<file path="src/rtl/traffic_pkg.sv">
// Shared types and default phase durations for the intersection controller.
package traffic_pkg;

    typedef enum logic [1:0] {
        ST_ALLRED = 2'b00,
        ST_GREEN  = 2'b01,
        ST_YELLOW = 2'b10
    } state_t;

    localparam int DEF_NUM_DIR     = 4;
    localparam int DEF_CNT_W       = 8;
    localparam int DEF_GREEN_TIME  = 20;
    localparam int DEF_YELLOW_TIME = 3;
    localparam int DEF_ALLRED_TIME = 2;
    localparam int DEF_WALK_TIME   = 8;

    // A duration must be loadable as (duration-1) into a cnt_w-bit timer.
    function automatic logic dur_bad(input int dur, input int cnt_w);
        return (dur <= 0) || (longint'(dur) >= (longint'(1) << cnt_w));
    endfunction

    function automatic int min_int(input int a, input int b);
        return (a < b) ? a : b;
    endfunction

endpackage

</file>
<file path="src/rtl/traffic_intersection_ctrl_rr_next_dir.sv">
// Round-robin picker: first demanding approach after phase_dir, wrapping modulo NUM_DIR.
module rr_next_dir #(
    parameter int NUM_DIR = 4,
    parameter int DIR_W   = $clog2(NUM_DIR)
) (
    input  logic [NUM_DIR-1:0] demand,
    input  logic [DIR_W-1:0]   phase_dir,
    output logic [DIR_W-1:0]   next_dir,
    output logic               found
);

    logic [DIR_W:0] cand_s;

    // Scan phase_dir+1 .. phase_dir+NUM_DIR; the last candidate is phase_dir itself.
    always_comb begin
        next_dir = '0;
        found    = 1'b0;
        cand_s   = '0;
        for (int k = 1; k <= NUM_DIR; k++) begin
            cand_s = {1'b0, phase_dir} + (DIR_W+1)'(k);
            if (cand_s >= (DIR_W+1)'(NUM_DIR)) begin
                cand_s = cand_s - (DIR_W+1)'(NUM_DIR);
            end else begin
                cand_s = cand_s;
            end
            if (!found && demand[cand_s[DIR_W-1:0]]) begin
                found    = 1'b1;
                next_dir = cand_s[DIR_W-1:0];
            end else begin
                found    = found;
            end
        end
    end

endmodule

</file>
<file path="src/rtl/traffic_intersection_ctrl.sv">
// Intersection signal controller: ALLRED -> GREEN (extendable) -> YELLOW -> ALLRED.
// Optional pedestrian walk support is built when PED_WALK_EN is defined.
module traffic_intersection_ctrl
    import traffic_pkg::*;
#(
    parameter int NUM_DIR     = DEF_NUM_DIR,
    parameter int CNT_W       = DEF_CNT_W,
    parameter int GREEN_TIME  = DEF_GREEN_TIME,
    parameter int YELLOW_TIME = DEF_YELLOW_TIME,
    parameter int ALLRED_TIME = DEF_ALLRED_TIME,
    parameter int WALK_TIME   = DEF_WALK_TIME
) (
    input  logic                       clk,
    input  logic                       reset,
    input  logic [NUM_DIR-1:0]         sensor,
`ifdef PED_WALK_EN
    input  logic [NUM_DIR-1:0]         ped_req,
    output logic [NUM_DIR-1:0]         walk,
`endif
    output logic [NUM_DIR-1:0]         red,
    output logic [NUM_DIR-1:0]         yellow,
    output logic [NUM_DIR-1:0]         green,
    output logic [$clog2(NUM_DIR)-1:0] phase_dir
);

    localparam int DIR_W = $clog2(NUM_DIR);
    localparam logic [CNT_W-1:0] GREEN_LD  = CNT_W'(GREEN_TIME - 1);
    localparam logic [CNT_W-1:0] YELLOW_LD = CNT_W'(YELLOW_TIME - 1);
    localparam logic [CNT_W-1:0] ALLRED_LD = CNT_W'(ALLRED_TIME - 1);
    localparam logic [DIR_W-1:0] DIR_RST   = DIR_W'(NUM_DIR - 1);

    if (NUM_DIR < 2 || NUM_DIR > 8) begin : g_bad_num_dir
        $error("traffic_intersection_ctrl: NUM_DIR must be in 2..8");
    end
    if (dur_bad(GREEN_TIME, CNT_W) || dur_bad(YELLOW_TIME, CNT_W) ||
        dur_bad(ALLRED_TIME, CNT_W) || dur_bad(WALK_TIME, CNT_W)) begin : g_bad_dur
        $error("traffic_intersection_ctrl: durations must be in 1..2**CNT_W-1");
    end

    state_t             state_q, state_d;
    logic [CNT_W-1:0]   timer_q, timer_d;
    logic [DIR_W-1:0]   dir_q, dir_d;
    logic [NUM_DIR-1:0] demand_s, others_s, cur_onehot_s;
    logic [DIR_W-1:0]   next_dir_s;
    logic               found_s, green_entry_s, fresh_entry_s;

    assign cur_onehot_s = NUM_DIR'(1) << dir_q;
    assign others_s     = demand_s & ~cur_onehot_s;
    assign phase_dir    = dir_q;

    rr_next_dir #(.NUM_DIR(NUM_DIR), .DIR_W(DIR_W)) u_rr (
        .demand    (demand_s),
        .phase_dir (dir_q),
        .next_dir  (next_dir_s),
        .found     (found_s)
    );

    // Phase sequencing; demand only matters on the cycle the timer reaches 0.
    always_comb begin
        state_d       = state_q;
        timer_d       = timer_q;
        dir_d         = dir_q;
        green_entry_s = 1'b0;
        fresh_entry_s = 1'b0;
        if (timer_q != '0) begin
            timer_d = timer_q - CNT_W'(1);
        end else begin
            case (state_q)
                ST_ALLRED: begin
                    if (found_s) begin
                        state_d       = ST_GREEN;
                        dir_d         = next_dir_s;
                        timer_d       = GREEN_LD;
                        green_entry_s = 1'b1;
                        fresh_entry_s = 1'b1;
                    end else begin
                        timer_d = '0;
                    end
                end
                ST_GREEN: begin
                    if (others_s != '0) begin
                        state_d = ST_YELLOW;
                        timer_d = YELLOW_LD;
                    end else begin
                        timer_d       = GREEN_LD;
                        green_entry_s = 1'b1;
                    end
                end
                ST_YELLOW: begin
                    state_d = ST_ALLRED;
                    timer_d = ALLRED_LD;
                end
                default: begin
                    state_d = ST_ALLRED;
                    timer_d = ALLRED_LD;
                    dir_d   = DIR_RST;
                end
            endcase
        end
    end

    // Phase state, timer and granted direction.
    always_ff @(posedge clk or posedge reset) begin
        if (reset) begin
            state_q <= ST_ALLRED;
            timer_q <= ALLRED_LD;
            dir_q   <= DIR_RST;
        end else begin
            state_q <= state_d;
            timer_q <= timer_d;
            dir_q   <= dir_d;
        end
    end

    // Lamp decode from registered state only.
    always_comb begin
        red    = '1;
        yellow = '0;
        green  = '0;
        case (state_q)
            ST_GREEN: begin
                green = cur_onehot_s;
                red   = ~cur_onehot_s;
            end
            ST_YELLOW: begin
                yellow = cur_onehot_s;
                red    = ~cur_onehot_s;
            end
            default: begin
                red = '1;
            end
        endcase
    end

`ifdef PED_WALK_EN
    localparam logic [CNT_W-1:0] WALK_LD = CNT_W'(min_int(WALK_TIME, GREEN_TIME));

    logic [NUM_DIR-1:0] ped_q, ped_d, ped_clr_s;
    logic [CNT_W-1:0]   walk_cnt_q, walk_cnt_d;

    assign demand_s = sensor | ped_q;

    // Sticky pedestrian latches, cleared when their approach (re)enters green.
    always_comb begin
        ped_clr_s = '0;
        if (green_entry_s) begin
            ped_clr_s = NUM_DIR'(1) << dir_d;
        end else begin
            ped_clr_s = '0;
        end
        ped_d = (ped_q & ~ped_clr_s) | ped_req;
        if (fresh_entry_s) begin
            walk_cnt_d = WALK_LD;
        end else if (walk_cnt_q != '0) begin
            walk_cnt_d = walk_cnt_q - CNT_W'(1);
        end else begin
            walk_cnt_d = walk_cnt_q;
        end
    end

    // Pedestrian latch and walk timer registers.
    always_ff @(posedge clk or posedge reset) begin
        if (reset) begin
            ped_q      <= '0;
            walk_cnt_q <= '0;
        end else begin
            ped_q      <= ped_d;
            walk_cnt_q <= walk_cnt_d;
        end
    end

    // Walk lamp for the green approach while its walk window is open.
    always_comb begin
        if (state_q == ST_GREEN && walk_cnt_q != '0) begin
            walk = cur_onehot_s;
        end else begin
            walk = '0;
        end
    end
`else
    assign demand_s = sensor;
`endif

endmodule

</file>
<file path="config.mk">
export PLATFORM = sky130hd
export DESIGN_NAME = traffic_intersection_ctrl
export DESIGN_NICKNAME = d
export VERILOG_FILES = /design/src/rtl/traffic_pkg.sv /design/src/rtl/traffic_intersection_ctrl_rr_next_dir.sv /design/src/rtl/traffic_intersection_ctrl.sv
export SDC_FILE = /design/constraint.sdc
export NUM_CORES = 1
export LEC_CHECK = 0
export CORE_UTILIZATION = 40
export CTS_BUF_LIST = sky130_fd_sc_hd__clkbuf_8
export CTS_CLUSTER_DIAMETER = 150
export DETAILED_ROUTE_END_ITERATION = 10
export PLACE_DENSITY = 0.75
export SLEW_MARGIN = 10
export SYNTH_ARGS = -nofsm -noshare
export SYNTH_HDL_FRONTEND = slang
export SYNTH_SLANG_ARGS = --single-unit
</file>
<file path="constraint.sdc">
create_clock -name clk -period 1.9 [get_ports clk]
set_clock_uncertainty 0.15 [all_clocks]
set_input_delay 0.285 -clock clk [delete_from_list [all_inputs] [get_ports clk]]
set_output_delay 0.285 -clock clk [all_outputs]
set_load 0.02 [all_outputs]
</file>
======== After elaboration in Yosys (flattened, before gate mapping) ========
Index checks and enable logic that the tools add are counted.
storage, ports and cells
  register bits ........................... 12
  bits of input ports ..................... 6
  output and inout bits ................... 14
  word-level logic and storage cells ...... 73
operators by class
  add/subtract/negate cells ............... 9
  order comparisons ....................... 8
  equality and inequality tests ........... 4
  shift-type cells ........................ 1
  muxes and demuxes ....................... 32
  bitwise logic cells ..................... 4
  reductions and logical operators ........ 12
operator list
  operator             count
  $mux 2               11
  $pmux 8 s2           1
  $ge 3x3->1 const B   4
  $lt 2x3->1 const B   4
  $mux 4               3
  $mux 5               2
  $bmux 1 s2           4
  $mux 1               8
  $mux 8               1
  $pmux 2 s2           2
  $reduce_bool 8->1    1
  $sub 2x1->2 const B  4
  $sub 8x1->8 const B  1
  $add 2x2->3 const B  2
  $reduce_and 3->1     2
  $and 4x4->4          1
  $ne 2x2->1 const B   2
  $not 4->4            1
  $reduce_bool 4->1    1
  $shl 1x2->4 const A  1
  $add 2x1->3 const B  1
  $add 2x3->3 const B  1
  $logic_and 1x1->1    3
  $logic_not 1->1      3
  5 further kinds      6

======== Depth between registers and ports, before layout ========
  depth after elaboration ................. 18
  gate-level depth with buffers ........... 8
  depth with buffers taken out ............ 7

======== Cells and area by module ========
Synthesis repeated with hierarchy kept, for this count alone.
unflattened totals
  cell total of the unflattened synthesis .. 104
  area, all modules ....................... 912.1 µm²
modules (own cells, without submodules)
  module                     instances  cells an instance  area each (µm²)  sequential area each (µm²)
  traffic_intersection_ctrl  1          90                 820.8            304.0
  rr_next_dir                1          14                 91.3             0.0

======== Worst setup path after synthesis ========
Ideal clock, no wire load.
  path type ............................... reg-to-reg
  from .................................... reg dir_q[1], in the netlist phase_dir[1]
  to ...................................... reg state_q[0]
  setup time .............................. 0.125 ns
  arrival time ............................ 1.834 ns
  slack ................................... -0.209 ns
  cell stages (with the launch flop) ...... 9
  buffers on the path ..................... 1
  cells stage by stage .................... dfstp_2 -> buf_2 -> inv_1 -> ha_1 -> nor2b_1 -> a2111oi_2 -> a21oi_2 -> nand2_1 -> mux2_4
between the ends
  longest elaborated chain between the ends .. 17
  elaborated cells on any way between the ends .. 41
ends and longest elaborated chain
  what                                       line                                                                                      RTL
  start: declaration                         traffic_intersection_ctrl.sv:42                                                           logic [DIR_W-1:0] dir_q, dir_d;
  start signal: assignment                   traffic_intersection_ctrl.sv:111                                                          dir_q <= dir_d;
  $add 2x1->3                                traffic_intersection_ctrl_rr_next_dir.sv:20                                               cand_s = {1'b0, phase_dir} + (DIR_W+1)'(k);
  $ge 3x3->1 or $sub 2x1->2 (tied branches)  traffic_intersection_ctrl_rr_next_dir.sv:21, traffic_intersection_ctrl_rr_next_dir.sv:22
  $mux 2                                     traffic_intersection_ctrl_rr_next_dir.sv:21                                               if (cand_s >= (DIR_W+1)'(NUM_DIR)) begin
  $bmux 1 s2                                 traffic_intersection_ctrl_rr_next_dir.sv:26                                               if (!found && demand[cand_s[DIR_W-1:0]]) begin
  $mux 1 (implied by the code)               traffic_intersection_ctrl_rr_next_dir.sv:26
  $mux 1                                     traffic_intersection_ctrl_rr_next_dir.sv:26
  $logic_not 1->1                            traffic_intersection_ctrl_rr_next_dir.sv:26
  $logic_and 1x1->1                          traffic_intersection_ctrl_rr_next_dir.sv:26
  $mux 1                                     traffic_intersection_ctrl_rr_next_dir.sv:26
  $logic_not 1->1                            traffic_intersection_ctrl_rr_next_dir.sv:26
  $logic_and 1x1->1                          traffic_intersection_ctrl_rr_next_dir.sv:26
  $mux 1                                     traffic_intersection_ctrl_rr_next_dir.sv:26
  $logic_not 1->1                            traffic_intersection_ctrl_rr_next_dir.sv:26
  $logic_and 1x1->1                          traffic_intersection_ctrl_rr_next_dir.sv:26
  $mux 1                                     traffic_intersection_ctrl_rr_next_dir.sv:26
  $ne 2x2->1 (no source line)                --
  $reduce_and 3->1 (no source line) (*)      --
  end signal: assignment                     traffic_intersection_ctrl.sv:109                                                          state_q <= state_d;
  end: declaration                           traffic_intersection_ctrl.sv:40                                                           state_t state_q, state_d;
Every way passes the cells marked *; elsewhere a longest branch is shown, timed or not. The select of a mux whose other input is x is not followed.
A chain may end at the register's enable or synchronous reset.

======== Final worst setup path ========
  from .................................... reg dir_q[0], in the netlist phase_dir[0]
  to ...................................... reg state_q[1]
The elaborated chain is that of the path after synthesis.

==> impl_metrics.toml <==
[finish]
drive_gt1_share_pct = 52.8
n_antenna_cell = 0
fin_util_pct = 71.5
final_cell_mix = "buf_4, buf_2, dfrtp_1"
nets = 179
area_growth_pct = 62.1
layout_commonest_cell = "buf_4"

[clock_tree]
clock_sinks = 12
cts_made_buffers = 3
clk_pin_slew_worst_paths_ps = 60
tritoncts = "yes"
ctsRootBufferMaster = "clkbuf_8"
cts.path.max_buffers = 2
clock_latency_ps = 250
htreeDepth = 1

[floorplanning]
dieArea_um2 = 2740
die_x_um = 52.3
core-area_um2 = 2300
die_height_um = 52.3
rows = 17
pin_count = 20
initial_core_util_pct = 44.1

[synthesis]
synth_area_per_cell_um2 = 9.38
yosysTopAreaCell = "dfrtp_1"
ys_types = 40
yosysTopAreaCellShare_pct = 22.2
ys_ff_latch = 12
syn_area_um2 = 1010
syn_nets = 125
synthFlopType = "dfrtp_1"
synth_edf_count = 0
ys_async_sr_fraction_pct = 100
ys_seq_area_share_pct = 30.0
synth_area_leaders = "dfrtp_1, ha_1, dfstp_2"
ys_warn_count = 0
synth_cells = 108

[worst_setup_path]
arrival_ps = 1990
crit_path_start_kind = "register"
critPathKind = "reg -> reg"
path_max_fanout = 4
cp-end-kind = "register"
cp.required_ps = 1880

[timing]
whs_ps = 182
hold_viol = 0
maxSlewViolCount = 0
fmax_mhz = 497
setup_viol = 9
min_period_over_period_pct = 106
setup_slack_ps = -112
rsz0062_at_grt = "yes"
min_period_ps = 2010
worst_pin_slew_ps = 438
maxSlewHeadroom_pct = 70.8

[detailed_routing]
dr.pass1.iters = 6
wirelength_um = 2890
vias_per_cell = 5.35
wl_per_cell_um = 15.3
drc_errors = 0
drt_iter0_drc = 17
ant_nets = 0
via_count = 1011

[pwr]
peakVddDrop_mv = 1.64
leakagePower_nw = 0.766
p_per_area_nw_per_um2 = 1660

[outcome]
violations = "setup timing"
status = "finished, violations left"

[placed_design]
hpwl_um = 2000
gp_congestion = 0.835
port_buffers = 19
place_ws_ps = -250

[hold_path]
hp-class = "in -> async"

[global_route]
first_global_vias = 1000
antenna_found_initial = 0
grt_max_degree = 13
track_usage_pct = 21.7
grt_pass1_wl_um = 4360
grt_overflow_total = 0

[flow_run]
drv_cap = 0
## sequential cells by signal, summed over array words and instances (netlist names)
register and cells:
timer_q 8, phase_dir 2, state_q 2
## metal layers
metal | part of all wire (%) | GRT usage [%] | wire (um) | up-vias
met1 | 41 | 24.2 | 1180 | 481
li1 | - | - | - | 490
met4 | 0.80 | 6.14 | 23 | 0
met5 | 0 | 0 | 0 | -
met2 | 54 | 40.9 | 1560 | 37
met3 | 4.6 | 4.06 | 134 | 3
## cell usage after synthesis, drive strengths merged (3+ instances only)
master / n
o21ai: 5
nor2b: 6
mux2i: 4
nor3: 5
mux2: 3
a21oi: 5
dfrtp: 9
inv: 9
and2: 7
nor2: 6
a211oi: 3
ha: 11
dfstp: 3
nand2: 7
## final cells by class
type                       instances  area [um^2]
multi-input combinational         85          801
fill                             163          654
timing repair buffer              51          407
sequential                        12          304
clock buffer                       4         55.1
inverter                           9         41.3
tap                               28         35.0
## what timing repair did
| item | CTS | global route |
|---|---|---|
| pin swaps | 8 | 10 |
| endpoints found under the setup margin | 20 | 12 |
| resized for setup | 57 | 20 |
| hold buffers | 0 | 0 |
| setup buffers | 4 | 6 |
## path summary, 6_finish.rpt
| check | endpoint | slack [ps] | from | depth (start not counted) |
|---|---|---|---|---|
| hold reg to reg | timer_q[4] | 400 | timer_q[4] | 1 |
| hold / removal | timer_q[2] | 180 | reset | 2 |
| max in group asynchronous | timer_q[0] | 1080 | reset | 2 |
| setup / recovery | state_q[1] | -110 | phase_dir[0] | 7 |
| min in group clk | timer_q[4] | 400 | timer_q[4] | 1 |
| setup reg to reg | state_q[1] | -110 | phase_dir[0] | 7 |
## power by group
part | switching (mW) | internal, mW | total, mW
logic | 0.913 | 0.978 | 1.89
clock network | 0.104 | 0.184 | 0.288
registers | 0.148 | 0.405 | 0.553
## logic make-up after synthesis
logic type,Yosys count,share of synthesized area [%]
AND/OR/NAND/NOR,39,24.1
AO/OA/AOI/OAI,26,18.3
flip-flops,12,30.0
buffers and inverters,11,4.32
adder cells (fa/ha/maj),11,13.6
multiplexers,7,8.02
XOR/XNOR,2,1.73
## worst max-delay path, cell delays in order (launching register included)
cell and delay [ps]:
dfstp_2 590, buf_6 120, ha_4 140, nor2b_4 50, a2111oi_4 330, a21oi_2 110, nand2_2 100, mux2_4 300
## stage by stage
| stage | total power [mW] | TNS [ps] | cells | area (um^2) |
|---|---|---|---|---|
| global placement | 2.11 | -1650 | 176 | 1470 |
| CTS | 2.48 | -277 | 183 | 1550 |
| floorplan | 1.54 | -133 | 108 | 1100 |
| global route | 2.89 | -924 | 189 | 1640 |
| detailed placement | 2.17 | -1970 | 176 | 1470 |
| finish | 2.73 | -522 | 189 | 1640 |
No activity file was read; power rests on OpenSTA's default activity.
